[config.mk]
export PLATFORM = sky130hd
export DESIGN_NAME = wb_regfile
export DESIGN_NICKNAME = d
export VERILOG_FILES = /design/src/rtl/wb_regfile.sv
export SDC_FILE = /design/constraint.sdc
export NUM_CORES = 2
export LEC_CHECK = 0
export ABC_AREA = 1
export CAP_MARGIN = 20
export CORE_ASPECT_RATIO = 0.7
export CORE_MARGIN = 3
export CORE_UTILIZATION = 55
export CTS_BUF_LIST = sky130_fd_sc_hd__clkbuf_8
export DETAILED_ROUTE_END_ITERATION = 10
export PLACE_DENSITY = 0.73
export SYNTH_ARGS = -nofsm -noshare
export SYNTH_HDL_FRONTEND = slang
export SYNTH_SLANG_ARGS = --single-unit
export TNS_END_PERCENT = 50
[constraint.sdc]
create_clock -name clk -period 1.8 [get_ports clk]
set_input_delay 0.18 -clock clk [delete_from_list [all_inputs] [get_ports clk]]
set_output_delay 0.18 -clock clk [all_outputs]
set_load 0.01 [all_outputs]
[src/rtl/wb_regfile.sv]
// Writeback stage and architectural register file: result select, write commit, two read ports and a retired-write counter.
// Optional macro WB_BYPASS_EN forwards the committing value to the read ports during the commit cycle.
`timescale 1ns/1ps
module wb_regfile #(
  parameter int DATA_W = 32,
  parameter int ADDR_W = 5,
  parameter int CNT_W  = 32
) (
  input  logic              clk,
  input  logic              reset,
  input  logic              regwrite_mem_wb,
  input  logic              MemtoReg_mem_wb,
  input  logic [DATA_W-1:0] read_data_mem_wb,
  input  logic [DATA_W-1:0] result_mem_wb,
  input  logic [ADDR_W-1:0] Reg_dest_op_mem_wb,
  input  logic [ADDR_W-1:0] rs_addr,
  input  logic [ADDR_W-1:0] rt_addr,
  output logic [DATA_W-1:0] rs_data,
  output logic [DATA_W-1:0] rt_data,
  output logic [DATA_W-1:0] wb_data,
  output logic              wb_we,
  output logic [CNT_W-1:0]  wb_count
);

  localparam int NREGS = 2 ** ADDR_W;

  logic [DATA_W-1:0] regs_q [NREGS];
  logic [DATA_W-1:0] regs_d [NREGS];
  logic [CNT_W-1:0]  count_q;
  logic [CNT_W-1:0]  count_d;
  logic [DATA_W-1:0] rs_raw;
  logic [DATA_W-1:0] rt_raw;

  assign wb_data  = MemtoReg_mem_wb ? read_data_mem_wb : result_mem_wb;
  assign wb_we    = regwrite_mem_wb && (Reg_dest_op_mem_wb != '0);
  assign wb_count = count_q;

  // Register 0 is excluded through wb_we, so it keeps its reset value forever.
  always_comb begin
    regs_d  = regs_q;
    count_d = count_q;
    if (wb_we) begin
      regs_d[Reg_dest_op_mem_wb] = wb_data;
      count_d = count_q + CNT_W'(1);
    end
  end

  always_ff @(posedge clk or negedge reset) begin
    if (!reset) begin
      regs_q  <= '{default: '0};
      count_q <= '0;
    end else begin
      regs_q  <= regs_d;
      count_q <= count_d;
    end
  end

  // Reset gating keeps the bypass path from leaking wb_data while the file is held clear.
  always_comb begin
    rs_raw = regs_q[rs_addr];
    rt_raw = regs_q[rt_addr];
`ifdef WB_BYPASS_EN
    if (wb_we && (rs_addr == Reg_dest_op_mem_wb)) rs_raw = wb_data;
    if (wb_we && (rt_addr == Reg_dest_op_mem_wb)) rt_raw = wb_data;
`endif
    rs_data = (!reset || (rs_addr == '0)) ? '0 : rs_raw;
    rt_data = (!reset || (rt_addr == '0)) ? '0 : rt_raw;
  end

endmodule

==> results.toml <==
[run_status]
run_status = "complete, but fails checks"
violations = "setup timing"

[worst_setup_path]
worst-setup-path-type = "reg2out"
crit_top_cell = "nand2_1"
cpPeakStageDelay_ps = 370
start_kind = "flip-flop"
reg2reg_depth = 11
worstPathArrival_ps = 2370
critPathSlowestCell = "dfrtp_1"
end_kind = "output pin"
crit_required_ps = 1620
cp_max_fo = 2
crit_chain = "buf_6, nand2_2, nand2_1, nand2_1, nand2_1, nor2_2, nand2_1, nand3_1, a21oi_2, buf_4, buf_6"

[clock_tree]
clk_latency_ps = 900
htree_levels = 4
tritoncts = "built"
clkSinkCount = 1056
cts_root_buf = "clkbuf_8"
cts_buffer_depth = 3
cts_made_buffers = 167
clkSlewWorstSetupHoldPaths_ps = 60

[final_layout]
syn_to_final_growth_pct = 27.4
design_area_mm2 = 0.0746
drive_above_1_share_pct = 19.0
nNetsFinal = 9159

[hold_path]
min-delay-path-class = "in2reg"
min_path_cells = 7

[power]
ir_drop_mv = 0.681
p_clk_share_pct = 28.3
p_leak_nw = 35.3
p_total_mw = 76.6
p_comb_share_pct = 27.9
power.switching_mw = 27.1
pwr-share-seq_pct = 43.8
power.internal_mw = 49.5
p_sw_share_pct = 35.4
p_per_area_mw_per_mm2 = 1030

[place]
io_buffers = 211
place_area_mm2 = 0.0678
dp_hpwl_um = 159000
place_congestion = 0.989

[yosys]
netlist.area_leader.share_pct = 45.1
synth_area_leaders = "dfrtp_1, nand2_1, a21oi_1"
syn_area_mm2 = 0.0586
yosysWarnings = 0
synth_seq_area_share_pct = 45.1
synth_area_leader_cell = "dfrtp_1"
synthCells = 8572
syn_avg_cell_area_um2 = 6.84
synth-seq-cells = 1056
synth_cell_types = 27
synth_nets = 8656

[die]
fp.dieW_um = 396
fp.dieH_um = 279
die_area_mm2 = 0.111
coreArea_mm2 = 0.105
boundaryPins = 212
start_util_pct = 55.9
rows = 99

[drt]
dr.first_iter.drc_count = 11100
ant_nets = 0
avgRoutedWirePerCell_um = 23.6
vias = 65400
first_pass_iters = 7
drc_errors = 0
vias_per_cell = 6.16
finalWirelength_um = 251000

[sta]
slew_viol_final = 0
period_needed_ps = 2550
finalSetupViolCount = 65
finalCritPeriodShare_pct = 142
fmax_mhz = 392
hold_violations = 0
setup_ws_ps = -754
tightest_slew_ps = 1010
rsz0062_at_grt = "yes"
slew_headroom_pct = 32.6
finClkSkew_ps = 40.4

[global_route]
use_met1_pct = 61.9
antenna_found_initial = 1
grt_usage_pct = 44.0
gr-usage-met3_pct = 16.7
grt_overflow = 0
met2_usage_pct = 59.9
grt_max_degree = 160
grt_pass1_wl_um = 372000
top_usage_layer = "met1"
grt_pass1_vias = 59300

[run]
drv_cap = 0
==> cells in the mapped netlist (all sizes together) <==
| cell | count |
|---|---|
| a21oi | 1217 |
| buf | 430 |
| clkbuf | 275 |
| clkinv | 2 |
| dfrtp | 1056 |
| ha | 1 |
| inv | 240 |
| nand2 | 2958 |
| nand3 | 849 |
| nand3b | 10 |
| nand4 | 8 |
| nor2 | 1029 |
| nor3 | 14 |
| nor3b | 1 |
| o21ai | 463 |
| xnor2 | 6 |
| xor2 | 13 |
==> power by group through the flow <==
stage | clock [mW] | sequential, mW | combinational, mW
global placement | 0 | 33.4 | 17.7
finish | 21.7 | 33.5 | 21.3
detailed placement | 0 | 33.5 | 18.4
floorplan | 0 | 32.5 | 11.4
global route | 22.7 | 34.1 | 23.4
CTS | 21.6 | 33.2 | 19.6
==> flip-flops by register name, summed over array words and instances, names as in the netlist <==
register  flops
regs_q     1024
wb_count     32
==> routing by layer <==
layer,vias to the layer above,part of all wire [%]
li1,28700,-
met1,30300,38
met2,5307,40
met3,1086,17
met4,3,5.6
met5,-,0.017
==> cell families after synthesis <==
family	synth area share, %
AND/OR/NAND/NOR	33.3
AO/OA/AOI/OAI	14.3
flip-flops	45.1
buffers and inverters	6.94
XOR/XNOR	0.284
adder cells (fa/ha/maj)	0.0213
==> cell usage in the layout (no fill, tap or decap), types with 86 or more instances in the layout <==
master,instances
inv_1,250
a21oi_2,118
nand2_2,104
clkbuf_8,209
nand2_1,2848
buf_12,236
buf_6,86
nand3_2,146
a21oi_1,1066
buf_4,556
nand3_1,682
clkdlybuf4s50_1,87
o21ai_0,337
dfrtp_1,1045
o21ai_1,96
nor2_1,953
==> repair_timing <==
item                                   4_1_cts  5_1_grt
resized for setup                          754      407
endpoints found under the hold margin      464        0
pin swaps                                  288      314
hold buffers                                 1        0
setup buffers                               78       70
setup endpoints to repair                  130      128
==> worst paths after layout <==
check                                               from                        to  slack (ps)
max in group asynchronous                          reset   regs_q[700]$_DFFE_PN0P_          90
worst min-delay path                     MemtoReg_mem_wb   regs_q[432]$_DFFE_PN0P_          50
worst max-delay path             regs_q[196]$_DFFE_PN0P_                rs_data[4]        -750
worst max register to register   wb_count[0]$_DFFE_PN0P_  wb_count[26]$_DFFE_PN0P_         130
min in group asynchronous                          reset   regs_q[656]$_DFFE_PN0P_         160
worst min register to register  regs_q[1002]$_DFFE_PN0P_  regs_q[1002]$_DFFE_PN0P_         380
==> worst max-delay path, delay by kind of cell, from the launching register on <==
family | cells | cell delay (ps)
AOI/OAI and AO/OA | 1 | 210
and+or+nand+nor | 7 | 470
DFF | 1 | 370
buffers and inverters | 3 | 410
==> through the flow <==
step	std cells	setup slack, ps	hold slack [ps]	util (%)	setup TNS [ps]
2_1_floorplan	8572	184	-116	-	0
3_3_place_gp	10200	-886	186	64.6	-319120
3_5_place_dp	10200	-944	181	64.6	-339180
4_1_cts	10600	-756	32.8	69.5	-48010
5_1_grt	10600	-769	91.1	71.2	-40410
6_report	10600	-754	53.9	71.2	-35660
==> layout make-up <==
cell class / instances / area, um^2
Clock buffer: 207 / 2850
Multi-Input combinational cell: 6569 / 30600
Tap cell: 1414 / 1770
Fill cell: 8352 / 30300
Antenna cell: 2 / 5.00
Sequential cell: 1056 / 26400
Clock inverter: 89 / 562
Timing Repair Buffer: 1039 / 11400
Inverter: 242 / 931
Note: power is estimated with default switching activity, not from simulation.
